**config.mk**
```make
export PLATFORM = sky130hd
export DESIGN_NAME = muldiv_unit
export DESIGN_NICKNAME = d
export VERILOG_FILES = /design/src/rtl/mdu_pkg.sv /design/src/rtl/mdu_signfix.sv /design/src/rtl/muldiv_unit.sv
export SDC_FILE = /design/constraint.sdc
export NUM_CORES = 1
export LEC_CHECK = 0
export CORE_ASPECT_RATIO = 1.75
export CORE_MARGIN = 2
export CORE_UTILIZATION = 40
export CTS_CLUSTER_SIZE = 14
export DETAILED_ROUTE_END_ITERATION = 8
export GPL_TIMING_DRIVEN = 1
export PLACE_DENSITY = 0.73
export SLEW_MARGIN = 5
export SYNTH_ARGS = -nofsm -noshare
export SYNTH_HDL_FRONTEND = slang
export SYNTH_SLANG_ARGS = --single-unit
```
**constraint.sdc**
```tcl
create_clock -name Clk -period 9.75 [get_ports Clk]
set_input_delay 1.4625 -clock Clk [delete_from_list [all_inputs] [get_ports Clk]]
set_output_delay 1.4625 -clock Clk [all_outputs]
set_load 0.02 [all_outputs]
```
**src/rtl/mdu_pkg.sv**
```systemverilog
// Shared definitions for the multiply/divide unit: op encodings, FSM states, iteration count.
package mdu_pkg;

  typedef enum logic [1:0] {
    OP_MULTU = 2'b00,
    OP_MULT  = 2'b01,
    OP_DIVU  = 2'b10,
    OP_DIV   = 2'b11
  } op_e;

  typedef enum logic [1:0] {
    S_IDLE = 2'b00,
    S_CALC = 2'b01,
    S_DONE = 2'b10
  } state_e;

  localparam int MDU_ITER = 32;
  localparam int CNT_W    = 6;

endpackage

```
**src/rtl/mdu_signfix.sv**
```systemverilog
// Operand magnitude extraction and two's-complement correction of the unsigned
// iteration result (product, or quotient/remainder).
module mdu_signfix (
  input  logic        sgn,
  input  logic [31:0] a,
  input  logic [31:0] b,
  output logic [31:0] a_mag,
  output logic [31:0] b_mag,
  input  logic        a_neg,
  input  logic        b_neg,
  input  logic        is_div,
  input  logic [31:0] raw_hi,
  input  logic [31:0] raw_lo,
  output logic [31:0] res_hi,
  output logic [31:0] res_lo
);

  logic [63:0] prod;

  assign a_mag = (sgn && a[31]) ? -a : a;
  assign b_mag = (sgn && b[31]) ? -b : b;

  // Quotient takes the XOR of signs, remainder follows the dividend.
  always_comb begin
    prod   = {raw_hi, raw_lo};
    res_hi = raw_hi;
    res_lo = raw_lo;
    if (is_div) begin
      if (a_neg ^ b_neg) res_lo = -raw_lo;
      if (a_neg)         res_hi = -raw_hi;
    end else if (a_neg ^ b_neg) begin
      prod   = -prod;
      res_hi = prod[63:32];
      res_lo = prod[31:0];
    end
  end

endmodule

```
**src/rtl/muldiv_unit.sv**
```systemverilog
// Iterative 32-cycle multiply/divide unit with HI/LO registers.
// Divide support is built only when MDU_DIV_EN is defined.
module muldiv_unit
  import mdu_pkg::*;
(
  input  logic        Clk,
  input  logic        Clrn,
  input  logic        Start,
  input  logic [1:0]  Op,
  input  logic [31:0] A,
  input  logic [31:0] B,
  input  logic        HiWe,
  input  logic        LoWe,
  input  logic [31:0] WData,
  output logic        Busy,
  output logic        Done,
  output logic [31:0] Hi,
  output logic [31:0] Lo,
  output logic        DivZero
);

  state_e           state_q;
  logic [CNT_W-1:0] cnt_q;
  logic             busy_q, done_q;
  logic [31:0]      hi_q, lo_q;
  logic [31:0]      acc_q, qr_q, b_mag_q;
  logic             a_neg_q, b_neg_q;
  logic             accept;
  logic [32:0]      mul_sum;
  logic [31:0]      acc_nx, qr_nx;
  logic [31:0]      a_mag, b_mag, fix_hi, fix_lo, res_hi, res_lo;
  logic             is_div;

`ifdef MDU_DIV_EN
  logic             is_div_q, div_zero_q;
  logic [31:0]      a_q;
  logic [32:0]      div_sh, div_df;
  logic             div_ge;

  assign is_div  = is_div_q;
  assign accept  = Start && (state_q != S_CALC);
  assign DivZero = div_zero_q;
`else
  assign is_div  = 1'b0;
  assign accept  = Start && (state_q != S_CALC) && !Op[1];
  assign DivZero = 1'b0;
`endif

  assign Busy = busy_q;
  assign Done = done_q;
  assign Hi   = hi_q;
  assign Lo   = lo_q;

  mdu_signfix u_signfix (
    .sgn    (Op[0]),
    .a      (A),
    .b      (B),
    .a_mag  (a_mag),
    .b_mag  (b_mag),
    .a_neg  (a_neg_q),
    .b_neg  (b_neg_q),
    .is_div (is_div),
    .raw_hi (acc_nx),
    .raw_lo (qr_nx),
    .res_hi (fix_hi),
    .res_lo (fix_lo)
  );

  // One iteration step: {acc,qr} is the shifting product or remainder/quotient pair.
  always_comb begin
    mul_sum = {1'b0, acc_q} + (qr_q[0] ? {1'b0, b_mag_q} : 33'd0);
    acc_nx  = mul_sum[32:1];
    qr_nx   = {mul_sum[0], qr_q[31:1]};
    res_hi  = fix_hi;
    res_lo  = fix_lo;
`ifdef MDU_DIV_EN
    div_sh  = {acc_q, qr_q[31]};
    div_df  = div_sh - {1'b0, b_mag_q};
    div_ge  = (div_sh >= {1'b0, b_mag_q});
    if (is_div_q) begin
      acc_nx = div_ge ? div_df[31:0] : div_sh[31:0];
      qr_nx  = {qr_q[30:0], div_ge};
    end
    if (is_div_q && (b_mag_q == 32'd0)) begin
      res_hi = a_q;
      res_lo = 32'hFFFF_FFFF;
    end
`endif
  end

  always_ff @(posedge Clk or negedge Clrn) begin
    if (!Clrn) begin
      state_q    <= S_IDLE;
      cnt_q      <= '0;
      busy_q     <= 1'b0;
      done_q     <= 1'b0;
      hi_q       <= '0;
      lo_q       <= '0;
`ifdef MDU_DIV_EN
      div_zero_q <= 1'b0;
`endif
    end else begin
      done_q <= 1'b0;
      case (state_q)
        S_IDLE, S_DONE: begin
          if (HiWe) hi_q <= WData;
          if (LoWe) lo_q <= WData;
          if (accept) begin
            state_q    <= S_CALC;
            cnt_q      <= CNT_W'(MDU_ITER);
            busy_q     <= 1'b1;
`ifdef MDU_DIV_EN
            div_zero_q <= 1'b0;
`endif
          end else begin
            state_q <= S_IDLE;
          end
        end
        S_CALC: begin
          cnt_q <= cnt_q - 1'b1;
          if (cnt_q == CNT_W'(1)) begin
            state_q    <= S_DONE;
            busy_q     <= 1'b0;
            done_q     <= 1'b1;
            hi_q       <= res_hi;
            lo_q       <= res_lo;
`ifdef MDU_DIV_EN
            div_zero_q <= is_div_q && (b_mag_q == 32'd0);
`endif
          end
        end
        default: state_q <= S_IDLE;
      endcase
    end
  end

  // Operand latch and iteration registers; meaningful only while in CALC.
  always_ff @(posedge Clk) begin
    if (accept) begin
      acc_q    <= '0;
      qr_q     <= a_mag;
      b_mag_q  <= b_mag;
      a_neg_q  <= Op[0] & A[31];
      b_neg_q  <= Op[0] & B[31];
`ifdef MDU_DIV_EN
      is_div_q <= Op[1];
      a_q      <= A;
`endif
    end else if (state_q == S_CALC) begin
      acc_q <= acc_nx;
      qr_q  <= qr_nx;
    end
  end

endmodule

```
# Word-level counts from Yosys, hierarchy flattened
# Cells that the tools add are included.
# op_classes
addsub	5
eq_ne	8
n_mux	23
bitwise_logic	3
n_reduce_logical	13
# op_table
cell	n
two-way mux 32 bit	11
case mux 32 bit (2 select lines)	2
negator 32 bit	2
negator 64 bit	1
adder 32 x 32 -> 33 bit	1
case mux 6 bit (2 select lines)	1
AND reduction 3 bit	3
inequality test 2 bit, second input constant	4
equality test 6 x 1 -> 1 bit, second input constant	1
two-way mux 6 bit	1
subtractor 6 x 1 -> 6 bit, second input constant	1
two-way mux 1 bit	5
logical AND 1 bit	4
case mux 2 bit (2 select lines)	1
nonzero test 2 bit	2
AND 1 bit	2
equality test 2 x 1 -> 1 bit, second input constant	1
equality test 2 bit, second input constant	1
zero test 2 bit	1
two-way mux 2 bit	1
inequality test 2 x 1 -> 1 bit, second input constant	1
case mux 1 bit (2 select lines)	1
AND reduction 2 bit	1
OR reduction 2 bit	1
other kinds (2)	2
# word_totals
reg_bits	172
inputBits	103

# Longest topological paths before layout
# Gate-level depths: netlist (run 1).
# depth
word_depth	6
ltp_mapped	14
mapped_depth_nobuf	13

# By module
# Synthesis (run 1) repeated with hierarchy kept, for this count alone.
# unflattened
cells_unflattened	1321
hier_area_um2	11903.9
# modules_own_cells
module	instances	cells_per_inst	area_per_inst_um2	seq_area_each_um2
muldiv_unit	1	845	8713.4	4474.3
mdu_signfix	1	476	3190.6	0.0

# Worst setup path before layout (run 1)
# OpenSTA, ideal clock, no wires.
# synth_path
path_type	input -> register
from	input B[1]
to	register b_mag_q[29] (data pin)
setup_ns	0.266
t_arrival_ns	3.610
required_time_ns	9.484
setup_slack_ns	5.874
cell_stages	10
cell_sequence	or2_2 > nor4_1 > nor2b_1 > and2_1 > nand2_1 > or4_1 > nor3_1 > nand3b_1 > o41ai_1 > xnor2_1
# synth_via
elab_chain_cells	2
# synth_rtl
element	line	rtl
from (decl)	muldiv_unit.sv:11	input logic [31:0] B,
negator 32 bit	mdu_signfix.sv:21	assign b_mag = (sgn && b[31]) ? -b : b;
two-way mux 32 bit	mdu_signfix.sv:21	
net b_mag[29]	muldiv_unit.sv:31	logic [31:0] a_mag, b_mag, fix_hi, fix_lo, res_hi, res_lo;
to (signal assigned)	muldiv_unit.sv:142	b_mag_q <= b_mag;
to (decl)	muldiv_unit.sv:26	logic [31:0] acc_q, qr_q, b_mag_q;
# The timed path passes the listed nets, and every way through them passes these cells.
# A chain may end at the register's enable or synchronous reset.

# Final worst setup path (run 1)
# layout_path
from	register qr_q[0]
to	register hi_q[30], in the netlist Hi[30]
# layout_via
elab_chain_cells	6
# layout_rtl
element	line	rtl
from (decl)	muldiv_unit.sv:26	
from (signal assigned)	muldiv_unit.sv:141	qr_q <= a_mag;
from (signal assigned)	muldiv_unit.sv:151	qr_q <= qr_nx;
two-way mux 32 bit *	muldiv_unit.sv:71	mul_sum = {1'b0, acc_q} + (qr_q[0] ? {1'b0, b_mag_q} : 33'd0);
adder 32 x 32 -> 33 bit *	muldiv_unit.sv:71	
negator 64 bit	mdu_signfix.sv:32	prod = -prod;
two-way mux 32 bit *	mdu_signfix.sv:31	end else if (a_neg ^ b_neg) begin
two-way mux 32 bit *	muldiv_unit.sv:121	if (cnt_q == CNT_W'(1)) begin
case mux 32 bit (2 select lines) *	muldiv_unit.sv:104	case (state_q)
to (signal assigned)	muldiv_unit.sv:106	if (HiWe) hi_q <= WData;
to (signal assigned)	muldiv_unit.sv:125	hi_q <= res_hi;
to (decl)	muldiv_unit.sv:25	logic [31:0] hi_q, lo_q;
# Mark *: on every way between the ends. The rest lies on a longest branch, timed or not. The select of a mux whose other input is x is not followed.

==> out/metrics.yaml, run 1 <==
outcome:
  outcome: "finished, final reports clean"
drt:
  wl_per_cell_um: 18.5
  ant_nets: 0
  route.detailed.drc: 0
  wl_um: 35300
  dr_total_vias: 10900
  drt_pass1_iterations: 6
  routed_via_density: 5.69
  drtIter0Drc: 851
layout:
  diodes: 0
  multiInputGateArea_um2: 6920
  ff_latch_area_um2: 4470
  fillers: 2761
  finalNonFillerCells: 1910
  layout-drive-gt1-share: 0.0438
  post-route-util: 0.492
  syn_to_final_growth_pct: 21.9
  final_nets: 1656
power_and_ir_drop:
  p_sw_mw: 2.18
  power_frac_seq: 0.290
  leakagePower_nw: 5.65
  powerDensity_nw_per_um2: 328
  power.internal_mw: 2.51
  combPwrFrac: 0.564
  clkPwrFrac: 0.146
  swShare: 0.466
  total_power_mw: 4.69
  ir_drop_mv: 0.177
clock_tree:
  htree_levels: 4
  cts_tree: "built"
  clockRootBuffer: "clkbuf_16"
  cts_buffers: 17
  clock_sinks: 172
  clk_pin_slew_ns: 0.06
  clk_latency_ns: 0.45
  cts_setup_buffers: 0
  cts_hold_buffers: 0
  ctsResizeCount: 0
  clockBufferDepth: 2
sta:
  hold_viol_final: 0
  hold_ws_ns: 0.461
  slew_viol_final: 0
  rsz0062_at_grt: "no"
  worstMarginPinSlew_ns: 1.23
  final.setup.tns_ns: 0
  skew_ns: 0.0100
  finalCriticalPeriod_ns: 4.64
  fin_crit_sh: 0.476
  slew_headroom: 0.181
  setup_viol: 0
  fmax_mhz: 215
placed_design:
  dp.final_hpwl_um: 27300
  dp.cells: 1878
  place_congestion: 1.00
  port_buffers: 168
global_routing:
  grt_max_degree: 80
  grt_overflow: 0
  grt_pass1_vias: 10400
  antenna_found_initial: 0
  track_usage: 0.231
  grt_pass1_wl_um: 55600
worst_setup_path:
  critPathArrivalTime_ns: 4.97
  end_kind: "register"
  reg2reg_to: "Hi[30]"
  startpoint_type: "register"
  reg2regPathDepth: 12
  reg2reg_slack_ns: 5.11
  critical_path_required_ns: 10.08
  cp_slowest_cell: "a2111oi_0"
  crit_type: "register to register"
  crit_fanout: 32
  cpMostUsedCell: "and4_1"
  cp_top_family: "compound AO/OA/AOI/OAI gates"
  crit_buf_inv: 0
  cpPeakStageDelay_ns: 1.02
  worstPathCellList: "and2_1 -> ha_1 -> and4_1 -> nand2_1 -> a211o_1 -> a2111oi_0 -> o31a_1 -> xnor2_1 -> and4_1 -> a31oi_1 -> a221oi_1 -> a21oi_1"
  r2r_start: "qr_q[0]"
floorplanning:
  die_area_um2: 30800
  die_w_um: 133
  core_um2: 29100
  row_count: 83
  ioPinCount: 170
  dieHeight_um: 231
  start_util: 0.404
worst_hold_path:
  min_from: "acc_q[30]"
  min_to: "acc_q[30]"
  holdPathStages: 2
  hp-class: "register to register"
logic_synthesis:
  seq_area_frac_synth: 0.381
  syn_area_per_cell_um2: 8.41
  synthArstFlopShare: 0.430
  yosys.cell_types.count: 77
  synth-edff-count: 66
  synth_ff_type: "dfrtp_1"
  syn-num-nets: 1537
  yosys_warnings: 0
  syn_area_um2: 11700
  netlist_instances: 1396
  ys_ff_latch: 172
job:
  drv_cap: 0
worst max-delay path by stage:
stage,to,start,cells past startpoint
2_1_floorplan,b_mag_q[29],B[1],10
3_3_place_gp,b_mag_q[29],B[0],11
3_5_place_dp,b_mag_q[29],B[0],11
4_1_cts,Hi[26],qr_q[0],12
5_1_grt,Hi[30],qr_q[0],12
6_report,Hi[30],qr_q[0],12
registers in the layout (all words and copies together) (netlist names):
register  count
acc_q        32
Done          1
b_mag_q      32
Busy          1
state_q       2
b_neg_q       1
Lo           32
Hi           32
a_neg_q       1
qr_q         32
cnt_q         6
cells in the mapped netlist, types with 32 or more instances:
cell | instances | area, µm²
nand2_1 | 190 | 713
dfxtp_1 | 32 | 641
xnor2_1 | 65 | 569
o21ai_0 | 132 | 661
nor2_1 | 140 | 526
and2_1 | 47 | 294
a21oi_1 | 87 | 435
clkbuf_1 | 67 | 251
ha_1 | 37 | 463
edfxtp_1 | 66 | 1980
xor2_1 | 66 | 578
o31ai_1 | 45 | 338
dfrtp_1 | 74 | 1850
kinds of logic after synthesis:
group / count (synthesis) / share of synthesized area
AOI/OAI and AO/OA: 401 / 0.217
xor gates and xnor gates: 131 / 0.0978
adders and majority gates: 38 / 0.0412
buffers and inverters: 105 / 0.0342
DFF: 172 / 0.381
muxes: 11 / 0.00960
other: 1 / 0.000320
and+or+nand+nor: 537 / 0.219
area by class of cell:
| type | instances | share of cell area |
|---|---|---|
| multi-input cells | 1119 | 0.483 |
| inverters | 27 | 0.00708 |
| flip-flops and latches | 172 | 0.313 |
| clock buffers | 27 | 0.0370 |
| clock inverters | 5 | 0.00393 |
| repair buffers | 178 | 0.123 |
| well taps | 382 | 0.0334 |
layout by cell type, fill, tap and decap left out, types with 7 or more instances in the layout:
master	synthesis	routed
xnor2_1	65	64
a21o_1	15	15
or3_1	8	8
o31ai_1	45	45
or4_1	7	7
nand2_1	190	189
mux2i_1	9	9
o41ai_1	14	14
inv_1	26	26
nand3_1	29	29
dfrtp_1	74	74
ha_1	37	37
and2_1	47	47
a211oi_1	14	14
o21ai_0	132	132
clkdlybuf4s50_1	0	167
a22o_1	14	14
nand4_1	13	13
a31oi_1	15	15
nor3_1	28	28
buf_4	1	11
dfxtp_1	32	32
a21oi_1	87	85
xor2_1	66	65
edfxtp_1	66	66
and4_1	9	9
nor4_1	15	15
clkbuf_16	0	19
and3_1	15	15
nor2_1	140	138
power groups by stage:
stage	logic [mW]	registers [mW]	clock network, mW
3_3_place_gp	2.56	1.36	0
6_report	2.64	1.36	0.686
3_5_place_dp	2.61	1.37	0
5_1_grt	2.90	1.39	0.728
4_1_cts	2.62	1.36	0.697
2_1_floorplan	1.63	1.42	0
metal layers:
layer / vias up / wire (µm) / global-route usage
met2: 399 / 18800 / 0.432
li1: 5270 / - / -
met1: 5091 / 13000 / 0.246
met3: 107 / 1540 / 0.0336
met4: 0 / 1920 / 0.127
met5: - / 0 / 0
stage by stage:
step / setup slack [ns] / instance area [µm²]
2_1_floorplan: 5.87 / 11700
3_3_place_gp: 5.06 / 13700
3_5_place_dp: 5.00 / 13700
4_1_cts: 5.10 / 14300
5_1_grt: 4.60 / 14300
6_report: 5.11 / 14300
worst reg2reg max path, stage by stage, from the launching register on:
cell	delay, ns
edfxtp_1	0.70
and2_1	0.29
ha_1	0.46
and4_1	0.32
nand2_1	0.11
a211o_1	0.36
a2111oi_0	1.02
o31a_1	0.25
xnor2_1	0.25
and4_1	0.28
a31oi_1	0.10
a221oi_1	0.28
a21oi_1	0.11
Power figures use the tool's default switching activity.
==> run 2, diff against run 1 <==
clock period = 4.6 ns   (was 9.75 ns; I/O delays follow)
==> run 2 against run 1 <==
  * Fmax rose by 7.1%
  * Flip-flop and latch count unchanged
  * Via count increased by 2.0%
  * Sequential power rose by 110%
  * Non-clock buffer count increased by 33
  * Critical path depth up 1
  * Register-to-register slack got worse by 4.8 ns
  * Critical path type unchanged
  * Critical endpoint unchanged
  * Highest routed layer unchanged
==> out/metrics.yaml, run 2 (same netlist as run 1, synthesis figures left out) <==
worst_setup_path:
  reg2regPathDepth: 13  # +1
  critPathArrivalTime_ns: 4.67  # -0.30 ns
  reg2reg_to: "Hi[30]"
  startpoint_type: "register"
  crit_type: "register to register"
  end_kind: "register"
  cp-endpoint: "Hi[30]"
  cp_slowest_cell: "edfxtp_1"
  worstPathCellList: "and2_1 -> ha_1 -> a21o_1 -> a31o_2 -> a221oi_2 -> a2111oi_0 -> buf_4 -> o31a_1 -> xnor2_1 -> and4_1 -> a31oi_1 -> a221oi_1 -> a21oi_1"
  critical_path_required_ns: 4.94  # -5.14 ns
  r2r_start: "qr_q[0]"
  reg2reg_slack_ns: 0.27  # -4.84 ns
  startpoint: "qr_q[0]"
  cpPeakStageDelay_ns: 0.61  # -0.41 ns
  crit_fanout: 19  # -41%
clock_tree:
  htree_levels: 4  # unchanged
  cts_tree: "built"
  clk_latency_ns: 0.46  # about the same
  clockBufferDepth: 2  # unchanged
  clk_pin_slew_ns: 0.07  # about the same
  cts_buffers: 17  # unchanged
  clockRootBuffer: "clkbuf_16"
  clock_sinks: 172  # unchanged
  cts_hold_buffers: 0  # unchanged
floorplanning:
  core_um2: 29100  # unchanged
  start_util: 0.404  # unchanged
  row_count: 83  # unchanged
  dieHeight_um: 231  # unchanged
  die_area_um2: 30800  # unchanged
  ioPinCount: 170  # unchanged
  die_w_um: 133  # unchanged
drt:
  dr_total_vias: 11100  # +2.0%
  wl_um: 36700  # +3.9%
  drt_pass1_iterations: 5  # -1
  drtIter0Drc: 710  # -17%
  routed_via_density: 5.70  # +0.26%
  ant_nets: 0  # unchanged
  route.detailed.drc: 0  # unchanged
  wl_per_cell_um: 18.9  # +2.2%
sta:
  final.setup.tns_ns: 0  # unchanged
  slew_viol_final: 0  # unchanged
  skew_ns: 0.00845  # -0.00158 ns
  setup_viol: 0  # unchanged
  hold_viol_final: 0  # unchanged
  fmax_mhz: 231  # +7.1%
  finalCriticalPeriod_ns: 4.33  # -0.308 ns
  rsz0062_at_grt: "no"
  worstMarginPinSlew_ns: 0.974  # -0.253 ns
  slew_headroom: 0.349  # +0.168
  fin_crit_sh: 0.942  # +0.466
global_routing:
  antenna_found_initial: 0  # unchanged
  track_usage: 0.239  # +0.00806
  grt_overflow: 0  # unchanged
  grt_max_degree: 75  # -6.3%
  grtUsageMet1: 0.248  # +0.00259
  use_met3: 0.0290  # -0.00461
  grt_pass1_vias: 11000  # +5.6%
  grt_pass1_wl_um: 57600  # +3.6%
  gr-max-usage-layer: "met2"
  grtUsageMet2: 0.452  # +0.0195
layout:
  final_nets: 1689  # +2.0%
  syn_to_final_growth_pct: 24.6
  final_cell_mix: "nand2_1, clkdlybuf4s50_1, nor2_1"
  finalNonFillerCells: 1943  # +1.7%
  fillers: 2758  # -0.11%
  layout-drive-gt1-share: 0.0685  # +0.0247
  diodes: 0  # unchanged
  mostFrequentLayoutCell: "nand2_1"
power_and_ir_drop:
  leakagePower_nw: 5.83  # +3.1%
  powerDensity_nw_per_um2: 713  # +120%
  ir_drop_mv: 0.359  # +100%
placed_design:
  port_buffers: 168  # unchanged
  dp.final_hpwl_um: 28900  # +6.0%
  dp.cells: 1909  # +1.7%
  place_congestion: 0.947  # -5.6%
job:
  drv_cap: 0  # unchanged
worst_hold_path:
  hp-class: "input port to async pin"
outcome:
  outcome: "finished, final reports clean"
==> run 2: cell type report <==
| type | count | area, µm² | share of cell area |
|---|---|---|---|
| Clock buffer | 18 | 429 | 0.0294 |
| Clock inverter | 14 | 209 | 0.0143 |
| Inverter | 27 | 101 | 0.00693 |
| Multi-Input combinational cell | 1119 | 6930 | 0.474 |
| Sequential cell | 172 | 4470 | 0.306 |
| Tap cell | 382 | 478 | 0.0327 |
| Timing Repair Buffer | 211 | 2000 | 0.137 |
==> run 2: metal layers <==
metal | vias to the layer above | wire length (µm)
met1 | 5244 | 13300
met4 | 0 | 2210
met2 | 384 | 19700
li1 | 5343 | -
met3 | 112 | 1480
met5 | - | 0
==> run 2: repair_timing <==
action                                  in CTS  in global routing
endpoints found under the setup margin       0                  8
resized for setup                            0                  3
hold endpoints to repair                     0                  0
setup buffers                                0                  2
==> run 2: power breakdown <==
group          leakage (nW)  total (mW)  internal [mW]  switching [mW]
clock                 0.302        1.59          0.922           0.670
combinational          3.71        5.95           2.36            3.59
sequential             1.82        2.89           2.31           0.579
total                  5.83        10.4           5.59            4.84
==> run 2: through the flow <==
step	instance area, µm²	hold slack, ns	setup slack [ns]	util	power [mW]
2_1_floorplan	11700	0.394	0.869	-	6.47
3_3_place_gp	14000	0.441	0.341	0.480	8.66
3_5_place_dp	14000	0.443	0.268	0.480	8.75
4_1_cts	14600	0.387	0.232	0.502	10.4
5_1_grt	14600	0.436	0.0405	0.503	11.1
6_report	14600	0.355	0.267	0.503	10.4
==> run 2: how the worst min path moves through the flow <==
stage | endpoint | slack, ns | cells past startpoint
2_1_floorplan | Busy | 0.39 | 0
3_3_place_gp | acc_q[30] | 0.44 | 2
3_5_place_dp | acc_q[30] | 0.44 | 2
4_1_cts | cnt_q[4] | 0.39 | 1
5_1_grt | cnt_q[4] | 0.44 | 1
6_report | cnt_q[4] | 0.35 | 1
==> run 2: worst max-delay path: cells and delay by family (launching register included) <==
| kind | cells | cell delay, ns |
|---|---|---|
| and+or+nand+nor | 2 | 0.54 |
| DFF | 1 | 0.61 |
| xor gates and xnor gates | 1 | 0.41 |
| adders and majority gates | 1 | 0.38 |
| buffers and inverters | 1 | 0.21 |
| AOI/OAI and AO/OA | 8 | 2.06 |
